--- src/rtl/reservation_station_pkg.sv ---
// Shared definitions for the reservation station slice.
// Holds the machine-wide data/tag widths and the RV32I opcode values of the
// instruction classes that pass through the reservation station.
// No ports; imported by the interface, the selector and the top level.
package reservation_station_pkg;

    localparam int DATA_WID = 32;
    localparam int ROB_WID  = 4;
    localparam int RS_WID   = 4;

    localparam logic [6:0] OPCODE_LUI    = 7'b0110111;
    localparam logic [6:0] OPCODE_AUIPC  = 7'b0010111;
    localparam logic [6:0] OPCODE_JAL    = 7'b1101111;
    localparam logic [6:0] OPCODE_JALR   = 7'b1100111;
    localparam logic [6:0] OPCODE_BR     = 7'b1100011;
    localparam logic [6:0] OPCODE_ARITHI = 7'b0010011;
    localparam logic [6:0] OPCODE_ARITH  = 7'b0110011;

endpackage

--- src/rtl/reservation_station_if.sv ---
// Bus bundle around the reservation station.
// Groups the issue request, the two result broadcast buses (ALU, LSB), the
// full flag and the registered ALU dispatch bundle.
//   master : issue stage / broadcast sources / ALU consumer side
//   slave  : the reservation station itself
interface reservation_station_if
    import reservation_station_pkg::*;
#(
    parameter int ROB_BITS = ROB_WID
);
    logic                iss_en;
    logic [6:0]          iss_opcode;
    logic [2:0]          iss_funct3;
    logic                iss_funct7;
    logic [31:0]         iss_val1;
    logic [31:0]         iss_val2;
    logic                iss_has_dep1;
    logic                iss_has_dep2;
    logic [ROB_BITS-1:0] iss_dep1;
    logic [ROB_BITS-1:0] iss_dep2;
    logic [31:0]         iss_imm;
    logic [31:0]         iss_pc;
    logic [ROB_BITS-1:0] iss_rob_pos;

    logic                alu_res_done;
    logic [ROB_BITS-1:0] alu_res_rob_pos;
    logic [31:0]         alu_res_cal;
    logic                lsb_res_done;
    logic [ROB_BITS-1:0] lsb_res_rob_pos;
    logic [31:0]         lsb_res_val;

    logic                rs_full;

    logic                alu_en;
    logic [6:0]          alu_opcode;
    logic [2:0]          alu_funct3;
    logic                alu_funct7;
    logic [31:0]         alu_val1;
    logic [31:0]         alu_val2;
    logic [31:0]         alu_imm;
    logic [ROB_BITS-1:0] alu_rob_pos;
    logic [31:0]         alu_pc;

    modport master (
        output iss_en, iss_opcode, iss_funct3, iss_funct7, iss_val1, iss_val2,
               iss_has_dep1, iss_has_dep2, iss_dep1, iss_dep2, iss_imm,
               iss_pc, iss_rob_pos,
               alu_res_done, alu_res_rob_pos, alu_res_cal,
               lsb_res_done, lsb_res_rob_pos, lsb_res_val,
        input  rs_full,
               alu_en, alu_opcode, alu_funct3, alu_funct7, alu_val1,
               alu_val2, alu_imm, alu_rob_pos, alu_pc
    );

    modport slave (
        input  iss_en, iss_opcode, iss_funct3, iss_funct7, iss_val1, iss_val2,
               iss_has_dep1, iss_has_dep2, iss_dep1, iss_dep2, iss_imm,
               iss_pc, iss_rob_pos,
               alu_res_done, alu_res_rob_pos, alu_res_cal,
               lsb_res_done, lsb_res_rob_pos, lsb_res_val,
        output rs_full,
               alu_en, alu_opcode, alu_funct3, alu_funct7, alu_val1,
               alu_val2, alu_imm, alu_rob_pos, alu_pc
    );

endinterface

--- src/rtl/reservation_station_select.sv ---
// rs_select: lowest-index priority encoder.
// Ports:
//   mask  in  N  request bits
//   idx   out W  index of the lowest set bit (0 when none)
//   found out 1  at least one bit of mask is set
module rs_select #(
    parameter int N = 16,
    parameter int W = 4
) (
    input  logic [N-1:0] mask,
    output logic [W-1:0] idx,
    output logic         found
);

    // Scanning downward lets the lowest set bit be the last assignment.
    always_comb begin
        idx   = '0;
        found = 1'b0;
        for (int i = N - 1; i >= 0; i--) begin
            if (mask[i]) begin
                idx   = W'(i);
                found = 1'b1;
            end
        end
    end

endmodule

--- src/rtl/reservation_station.sv ---
// reservation_station: holds ALU-class instructions until both operands are
// resolved, snoops the ALU/LSB broadcast buses for wakeup, and dispatches the
// lowest-index ready entry per cycle into a registered ALU input bundle.
// Ports:
//   clk, rst      clock, synchronous active-high reset
//   rdy           global enable; low freezes all state
//   rollback      misprediction flush (acts like reset for entries/outputs)
//   bus           reservation_station_if.slave (issue, broadcasts, rs_full,
//                 alu_* dispatch bundle)
//   perf_dispatch_cnt, perf_full_cnt  only when RS_PERF_EN is defined
// Optional feature macro: RS_PERF_EN (dispatch / full-cycle counters).
module reservation_station
    import reservation_station_pkg::*;
#(
    parameter int RS_SIZE  = 16,
    parameter int RS_BITS  = 4,
    parameter int ROB_BITS = ROB_WID
) (
    input  logic                 clk,
    input  logic                 rst,
    input  logic                 rdy,
    input  logic                 rollback,
    reservation_station_if.slave bus
`ifdef RS_PERF_EN
    ,
    output logic [31:0]          perf_dispatch_cnt,
    output logic [31:0]          perf_full_cnt
`endif
);

    typedef struct packed {
        logic                has_dep;
        logic [ROB_BITS-1:0] dep;
        logic [31:0]         val;
    } operand_t;

    typedef struct packed {
        logic [6:0]          opcode;
        logic [2:0]          funct3;
        logic                funct7;
        operand_t            op1;
        operand_t            op2;
        logic [31:0]         imm;
        logic [31:0]         pc;
        logic [ROB_BITS-1:0] rob_pos;
    } entry_t;

    // Capture a broadcast for a pending operand; ALU bus has priority.
    function automatic operand_t wake(
        input operand_t            op,
        input logic                a_done,
        input logic [ROB_BITS-1:0] a_tag,
        input logic [31:0]         a_val,
        input logic                l_done,
        input logic [ROB_BITS-1:0] l_tag,
        input logic [31:0]         l_val
    );
        operand_t r;
        r = op;
        if (op.has_dep) begin
            if (a_done && a_tag == op.dep) begin
                r.has_dep = 1'b0;
                r.val     = a_val;
            end else if (l_done && l_tag == op.dep) begin
                r.has_dep = 1'b0;
                r.val     = l_val;
            end
        end
        return r;
    endfunction

    entry_t               ent      [RS_SIZE];
    entry_t               ent_next [RS_SIZE];
    entry_t               iss_entry;
    logic [RS_SIZE-1:0]   busy;
    logic [RS_SIZE-1:0]   free_mask;
    logic [RS_SIZE-1:0]   ready_mask;
    logic [RS_BITS-1:0]   free_idx;
    logic [RS_BITS-1:0]   ready_idx;
    logic                 free_found;
    logic                 ready_found;
    logic                 iss_accept;
    logic                 flush;

    assign flush       = rst || rollback;
    assign free_mask   = ~busy;
    // Only registered busy bits count: a slot dispatched this cycle is not
    // reusable until the next one.
    assign bus.rs_full = &busy;
    assign iss_accept  = bus.iss_en && free_found;

    rs_select #(.N(RS_SIZE), .W(RS_BITS)) u_free_sel (
        .mask  (free_mask),
        .idx   (free_idx),
        .found (free_found)
    );

    rs_select #(.N(RS_SIZE), .W(RS_BITS)) u_ready_sel (
        .mask  (ready_mask),
        .idx   (ready_idx),
        .found (ready_found)
    );

    always_comb begin
        for (int i = 0; i < RS_SIZE; i++) begin
            ready_mask[i] = busy[i] & ~ent[i].op1.has_dep & ~ent[i].op2.has_dep;
            ent_next[i]     = ent[i];
            ent_next[i].op1 = wake(ent[i].op1, bus.alu_res_done, bus.alu_res_rob_pos,
                                   bus.alu_res_cal, bus.lsb_res_done,
                                   bus.lsb_res_rob_pos, bus.lsb_res_val);
            ent_next[i].op2 = wake(ent[i].op2, bus.alu_res_done, bus.alu_res_rob_pos,
                                   bus.alu_res_cal, bus.lsb_res_done,
                                   bus.lsb_res_rob_pos, bus.lsb_res_val);
        end
    end

    // Same-cycle bypass: the issuing instruction sees this cycle's broadcasts.
    always_comb begin
        iss_entry.opcode  = bus.iss_opcode;
        iss_entry.funct3  = bus.iss_funct3;
        iss_entry.funct7  = bus.iss_funct7;
        iss_entry.imm     = bus.iss_imm;
        iss_entry.pc      = bus.iss_pc;
        iss_entry.rob_pos = bus.iss_rob_pos;
        iss_entry.op1 = wake('{bus.iss_has_dep1, bus.iss_dep1, bus.iss_val1},
                             bus.alu_res_done, bus.alu_res_rob_pos, bus.alu_res_cal,
                             bus.lsb_res_done, bus.lsb_res_rob_pos, bus.lsb_res_val);
        iss_entry.op2 = wake('{bus.iss_has_dep2, bus.iss_dep2, bus.iss_val2},
                             bus.alu_res_done, bus.alu_res_rob_pos, bus.alu_res_cal,
                             bus.lsb_res_done, bus.lsb_res_rob_pos, bus.lsb_res_val);
    end

    // Entry payload: not reset; validity is carried by busy alone.
    always_ff @(posedge clk) begin
        if (rdy) begin
            for (int i = 0; i < RS_SIZE; i++) begin
                ent[i] <= ent_next[i];
            end
            if (iss_accept) begin
                ent[free_idx] <= iss_entry;
            end
        end
    end

    // Control and registered dispatch bundle.
    always_ff @(posedge clk) begin
        if (flush) begin
            busy            <= '0;
            bus.alu_en      <= 1'b0;
            bus.alu_opcode  <= '0;
            bus.alu_funct3  <= '0;
            bus.alu_funct7  <= 1'b0;
            bus.alu_val1    <= '0;
            bus.alu_val2    <= '0;
            bus.alu_imm     <= '0;
            bus.alu_rob_pos <= '0;
            bus.alu_pc      <= '0;
        end else if (rdy) begin
            bus.alu_en <= ready_found;
            if (ready_found) begin
                busy[ready_idx] <= 1'b0;
                bus.alu_opcode  <= ent[ready_idx].opcode;
                bus.alu_funct3  <= ent[ready_idx].funct3;
                bus.alu_funct7  <= ent[ready_idx].funct7;
                bus.alu_val1    <= ent[ready_idx].op1.val;
                bus.alu_val2    <= ent[ready_idx].op2.val;
                bus.alu_imm     <= ent[ready_idx].imm;
                bus.alu_rob_pos <= ent[ready_idx].rob_pos;
                bus.alu_pc      <= ent[ready_idx].pc;
            end
            // Issue slot is free, so it can never collide with the dispatch slot.
            if (iss_accept) begin
                busy[free_idx] <= 1'b1;
            end
        end
    end

`ifdef RS_PERF_EN
    // Counters survive rollback; only rst clears them.
    always_ff @(posedge clk) begin
        if (rst) begin
            perf_dispatch_cnt <= '0;
            perf_full_cnt     <= '0;
        end else if (rdy) begin
            if (!rollback && ready_found) begin
                perf_dispatch_cnt <= perf_dispatch_cnt + 32'd1;
            end
            if (bus.rs_full) begin
                perf_full_cnt <= perf_full_cnt + 32'd1;
            end
        end
    end
`endif

endmodule
--- src/flat_wrapper.sv ---
// flat-port wrapper written by rule: the top's interface ports become plain ports
module reservation_station_flat import reservation_station_pkg::*;
#(
    parameter int RS_SIZE  = 16,
    parameter int RS_BITS  = 4,
    parameter int ROB_BITS = ROB_WID
)
  (clk, rst, rdy, rollback, bus_iss_en, bus_iss_opcode, bus_iss_funct3, bus_iss_funct7, bus_iss_val1, bus_iss_val2, bus_iss_has_dep1, bus_iss_has_dep2, bus_iss_dep1, bus_iss_dep2, bus_iss_imm, bus_iss_pc, bus_iss_rob_pos, bus_alu_res_done, bus_alu_res_rob_pos, bus_alu_res_cal, bus_lsb_res_done, bus_lsb_res_rob_pos, bus_lsb_res_val, bus_rs_full, bus_alu_en, bus_alu_opcode, bus_alu_funct3, bus_alu_funct7, bus_alu_val1, bus_alu_val2, bus_alu_imm, bus_alu_rob_pos, bus_alu_pc);
  reservation_station_if #(.ROB_BITS(ROB_BITS)) bus_i ();
  input  logic clk;
  input  logic rst;
  input  logic rdy;
  input  logic rollback;
  input wire logic [$bits(bus_i.iss_en)-1:0] bus_iss_en;
  input wire logic [$bits(bus_i.iss_opcode)-1:0] bus_iss_opcode;
  input wire logic [$bits(bus_i.iss_funct3)-1:0] bus_iss_funct3;
  input wire logic [$bits(bus_i.iss_funct7)-1:0] bus_iss_funct7;
  input wire logic [$bits(bus_i.iss_val1)-1:0] bus_iss_val1;
  input wire logic [$bits(bus_i.iss_val2)-1:0] bus_iss_val2;
  input wire logic [$bits(bus_i.iss_has_dep1)-1:0] bus_iss_has_dep1;
  input wire logic [$bits(bus_i.iss_has_dep2)-1:0] bus_iss_has_dep2;
  input wire logic [$bits(bus_i.iss_dep1)-1:0] bus_iss_dep1;
  input wire logic [$bits(bus_i.iss_dep2)-1:0] bus_iss_dep2;
  input wire logic [$bits(bus_i.iss_imm)-1:0] bus_iss_imm;
  input wire logic [$bits(bus_i.iss_pc)-1:0] bus_iss_pc;
  input wire logic [$bits(bus_i.iss_rob_pos)-1:0] bus_iss_rob_pos;
  input wire logic [$bits(bus_i.alu_res_done)-1:0] bus_alu_res_done;
  input wire logic [$bits(bus_i.alu_res_rob_pos)-1:0] bus_alu_res_rob_pos;
  input wire logic [$bits(bus_i.alu_res_cal)-1:0] bus_alu_res_cal;
  input wire logic [$bits(bus_i.lsb_res_done)-1:0] bus_lsb_res_done;
  input wire logic [$bits(bus_i.lsb_res_rob_pos)-1:0] bus_lsb_res_rob_pos;
  input wire logic [$bits(bus_i.lsb_res_val)-1:0] bus_lsb_res_val;
  output wire logic [$bits(bus_i.rs_full)-1:0] bus_rs_full;
  output wire logic [$bits(bus_i.alu_en)-1:0] bus_alu_en;
  output wire logic [$bits(bus_i.alu_opcode)-1:0] bus_alu_opcode;
  output wire logic [$bits(bus_i.alu_funct3)-1:0] bus_alu_funct3;
  output wire logic [$bits(bus_i.alu_funct7)-1:0] bus_alu_funct7;
  output wire logic [$bits(bus_i.alu_val1)-1:0] bus_alu_val1;
  output wire logic [$bits(bus_i.alu_val2)-1:0] bus_alu_val2;
  output wire logic [$bits(bus_i.alu_imm)-1:0] bus_alu_imm;
  output wire logic [$bits(bus_i.alu_rob_pos)-1:0] bus_alu_rob_pos;
  output wire logic [$bits(bus_i.alu_pc)-1:0] bus_alu_pc;
  assign bus_i.iss_en = bus_iss_en;
  assign bus_i.iss_opcode = bus_iss_opcode;
  assign bus_i.iss_funct3 = bus_iss_funct3;
  assign bus_i.iss_funct7 = bus_iss_funct7;
  assign bus_i.iss_val1 = bus_iss_val1;
  assign bus_i.iss_val2 = bus_iss_val2;
  assign bus_i.iss_has_dep1 = bus_iss_has_dep1;
  assign bus_i.iss_has_dep2 = bus_iss_has_dep2;
  assign bus_i.iss_dep1 = bus_iss_dep1;
  assign bus_i.iss_dep2 = bus_iss_dep2;
  assign bus_i.iss_imm = bus_iss_imm;
  assign bus_i.iss_pc = bus_iss_pc;
  assign bus_i.iss_rob_pos = bus_iss_rob_pos;
  assign bus_i.alu_res_done = bus_alu_res_done;
  assign bus_i.alu_res_rob_pos = bus_alu_res_rob_pos;
  assign bus_i.alu_res_cal = bus_alu_res_cal;
  assign bus_i.lsb_res_done = bus_lsb_res_done;
  assign bus_i.lsb_res_rob_pos = bus_lsb_res_rob_pos;
  assign bus_i.lsb_res_val = bus_lsb_res_val;
  assign bus_rs_full = bus_i.rs_full;
  assign bus_alu_en = bus_i.alu_en;
  assign bus_alu_opcode = bus_i.alu_opcode;
  assign bus_alu_funct3 = bus_i.alu_funct3;
  assign bus_alu_funct7 = bus_i.alu_funct7;
  assign bus_alu_val1 = bus_i.alu_val1;
  assign bus_alu_val2 = bus_i.alu_val2;
  assign bus_alu_imm = bus_i.alu_imm;
  assign bus_alu_rob_pos = bus_i.alu_rob_pos;
  assign bus_alu_pc = bus_i.alu_pc;
  reservation_station #(.RS_SIZE(RS_SIZE), .RS_BITS(RS_BITS), .ROB_BITS(ROB_BITS)) u_core (.clk(clk), .rst(rst), .rdy(rdy), .rollback(rollback), .bus(bus_i));
endmodule
--- config.mk ---
export PLATFORM = sky130hd
export DESIGN_NAME = reservation_station_flat
export DESIGN_NICKNAME = d
export VERILOG_FILES = /design/src/rtl/reservation_station_pkg.sv /design/src/rtl/reservation_station_if.sv /design/src/rtl/reservation_station_select.sv /design/src/rtl/reservation_station.sv /design/src/flat_wrapper.sv
export SDC_FILE = /design/constraint.sdc
export NUM_CORES = 2
export LEC_CHECK = 0
export CORE_UTILIZATION = 39
export DETAILED_ROUTE_END_ITERATION = 10
export DONT_BUFFER_PORTS = 1
export PLACE_DENSITY = 0.6
export RECOVER_POWER = 50
export SETUP_SLACK_MARGIN = 0.1
export SLEW_MARGIN = 0
export SYNTH_ARGS = -nofsm -noshare
export SYNTH_HDL_FRONTEND = slang
export SYNTH_SLANG_ARGS = --single-unit
--- constraint.sdc ---
create_clock -name clk -period 12.82 [get_ports clk]
set_clock_uncertainty 0.15 [all_clocks]
set_input_delay 1.923 -clock clk [delete_from_list [all_inputs] [get_ports clk]]
set_output_delay 1.923 -clock clk [all_outputs]
set_load 0.01 [all_outputs]
==> results.json <==
{
  "cap_violations": 39,
  "netlist_area_um2": 125000,
  "setup_slack_ps": 3350,
  "synthTopCellsByArea": "edfxtp_1 (59%), mux2i_1 (12%), nand2_1 (3.8%)",
  "ys_seq_area_frac": 0.616,
  "min_period_over_period": 0.739,
  "grt_pass1_vias": 86600,
  "fin_cells": 13900,
  "viasPerCell": 6.47,
  "rrSetupSlack_ps": 3460,
  "synth_seq_cells": 2608,
  "slew_violations": 1521,
  "wire_per_inst_um": 35.5,
  "relSlewSlack": -3.85,
  "initial_core_util": 0.392,
  "max_freq_ghz": 0.106,
  "synth-edff-count": 2448,
  "hp-start": "u_core.ent[2][105]",
  "syn2layout_area_growth_pct": 10.2,
  "setup_viol": 0,
  "antenna_found_initial": 47,
  "drt_iter0_markers": 13800,
  "synth_flop_cell": "edfxtp_1",
  "num-nets-final": 9665,
  "cts_root_buf": "clkbuf_16",
  "rsz0062_at_grt": "no",
  "worstRegToRegCells": 10,
  "dp_slack_ps": 6440,
  "synth_top_area_cell": "edfxtp_1",
  "htree_levels": 5,
  "clk_latency_ps": 890,
  "reg2reg_from": "u_core.busy[15]",
  "synth_xor_area_frac": 0.0191,
  "vias": 89700,
  "period_minus_slack_ps": 9470,
  "synthSimpleGateAreaFrac": 0.0697,
  "final_antenna_net_count": 0,
  "rows": 207,
  "synth_top_family_by_area": "multiplexers",
  "tritoncts": "done",
  "drt_pass1_iterations": 7,
  "ctsResizeCount": 0,
  "synth_compound_area_frac": 0.119,
  "hold_end": "u_core.bus.alu_val1[0]",
  "muxShareOfSynthArea": 0.141,
  "drc": 0,
  "grt_max_degree": 168,
  "die_area_um2": 322000,
  "holdPathStages": 2,
  "io_buffer_count": 0,
  "cts_setup_buffers": 0,
  "grt_pass1_wl_um": 673000,
  "syn_avg_cell_area_um2": 12.5,
  "drt_wl_total_um": 492000,
  "cts_hold_buf": 0,
  "gp_congestion": 0.870,
  "drive_above_1_share": 0.104,
  "violations": "capacitance limit, slew limit",
  "end_kind": "flop",
  "leakage_nw": 48.7,
  "tns_ps": 0,
  "fin_total_pwr_mw": 18.4,
  "overflow": 0,
  "hpwl_um": 256000,
  "cts_buffer_depth": 4,
  "yosysTopAreaCellShare": 0.590,
  "required_ps": 13140,
  "io_pins": 377,
  "die_h_um": 567,
  "vdd_drop_max_mv": 0.111,
  "netlist_instances": 9979,
  "synth_cell_type_count": 68,
  "gr-usage-all-layers": 0.294,
  "placedCellCount": 13300,
  "crit_type": "in2reg",
  "synth_fa_ha_area_frac": 0,
  "async_flop_share": 0,
  "die_x_um": 567,
  "cts.sinks": 2608,
  "tightest_slew_ps": 7280,
  "yosysWarningCount": 0,
  "core_um2": 318000,
  "r2r-end": "u_core.ent[14][38]",
  "status": "finished with violations",
  "clk_pin_slew_worst_paths_ps": 60,
  "utilization": 0.432,
  "cp.arrival_ps": 9790,
  "hold_viol": 0,
  "hold_class": "reg2reg",
  "worstSetupStartpointType": "primary input",
  "cts_buffers": 287,
  "crit_fanout": 78,
  "powerDensity_nw_per_um2": 134,
  "synth_nets": 10200
}
-- layout by cell type, fill, tap and decap left out, drive strengths merged, types with 74 or more instances in the layout --
| master | instances |
|---|---|
| a211oi | 292 |
| a21oi | 732 |
| a222oi | 95 |
| a22o | 76 |
| a31oi | 131 |
| buf | 202 |
| clkbuf | 440 |
| clkinv | 74 |
| dfxtp | 160 |
| edfxtp | 2448 |
| mux2 | 281 |
| mux2i | 1442 |
| nand2 | 1278 |
| nand3 | 116 |
| nor2b | 262 |
| nor3 | 85 |
| nor4 | 86 |
| o21ai | 569 |
| o22ai | 146 |
| xor2 | 203 |
-- routing by layer --
layer | global-route usage | up-vias | wire length (µm)
met5 | 0 | - | 104
met4 | 0.184 | 16 | 32900
met3 | 0.0857 | 1588 | 61700
met2 | 0.453 | 6345 | 219000
met1 | 0.364 | 45200 | 178000
li1 | - | 36600 | -
-- report_power, final --
part	leakage (nW)	total [mW]	switching, mW	internal, mW
Combinational	20.8	0.715	0.434	0.281
Clock	4.52	8.28	3.47	4.81
Sequential	23.4	9.41	0.0252	9.38
-- synthesized netlist by cell type, drive strengths merged, types with 26 or more instances --
library cell and n:
xnor2 69, mux2 281, a22oi 56, nor2b 262
a211oi 292, mux2i 1442, nor3 85, xor2 203
a2111oi 52, nor4 86, a21oi 732, a222oi 95
nand3 116, clkbuf 759, nand2 1278, a221oi 47
nor2 35, edfxtp 2448, a22o 76, o22ai 146
o22a 53, buf 303, a21boi 26, dfxtp 160
o21ai 569, a31oi 131
-- registers in the layout (all words and copies together), names as in the netlist --
| signal | flops |
|---|---|
| u_core.bus.alu_funct7 | 1 |
| u_core.bus.alu_funct3 | 3 |
| u_core.bus.alu_val1 | 32 |
| u_core.bus.alu_val2 | 32 |
| u_core.busy | 16 |
| u_core.bus.alu_opcode | 7 |
| u_core.bus.alu_pc | 32 |
| u_core.bus.alu_imm | 32 |
| u_core.bus.alu_en | 1 |
| u_core.bus.alu_rob_pos | 4 |
| u_core.ent | 2448 |
-- how the worst max path moves through the flow --
stage / cells past startpoint / start / to
2_1_floorplan: 4 / bus_iss_en / u_core.ent[9][0]
3_5_place_dp: 12 / u_core.busy[3] / u_core.bus.alu_pc[3]
4_1_cts: 12 / u_core.busy[3] / u_core.bus.alu_pc[3]
6_report: 7 / rdy / u_core.ent[2][108]
5_1_grt: 6 / rdy / u_core.ent[0][133]
3_3_place_gp: 12 / u_core.busy[3] / u_core.bus.alu_pc[3]
-- worst max-delay path, stage by stage --
cell and delay (ps):
nand2_1 210, or3_1 460, clkinvlp_2 2450, clkbuf_1 2970, o21ai_0 590, nor2_4 220, buf_4 810
-- kinds of logic after synthesis --
kind of cell    Yosys count
simple gates           1939
mux                    1723
xor+xnor                272
flops                  2608
buf+inv                1080
compound gates         2357
-- area by class of cell --
| type | count | area [µm²] |
|---|---|---|
| antenna | 31 | 77.6 |
| clock buffer | 415 | 8280 |
| clock inverter | 99 | 931 |
| fill | 28800 | 181000 |
| inverter | 18 | 91.3 |
| multi-input combinational | 6291 | 44200 |
| sequential | 2608 | 76700 |
| tap | 4180 | 5230 |
| timing repair buffer | 227 | 1760 |
-- metrics by stage --
stage | cell area (µm²) | hold WS, ps
global placement | 128000 | 333
finish | 137000 | 359
floorplan | 125000 | 327
global route | 137000 | 405
detailed placement | 128000 | 343
CTS | 137000 | 358
(Power assumes the default switching activity.)
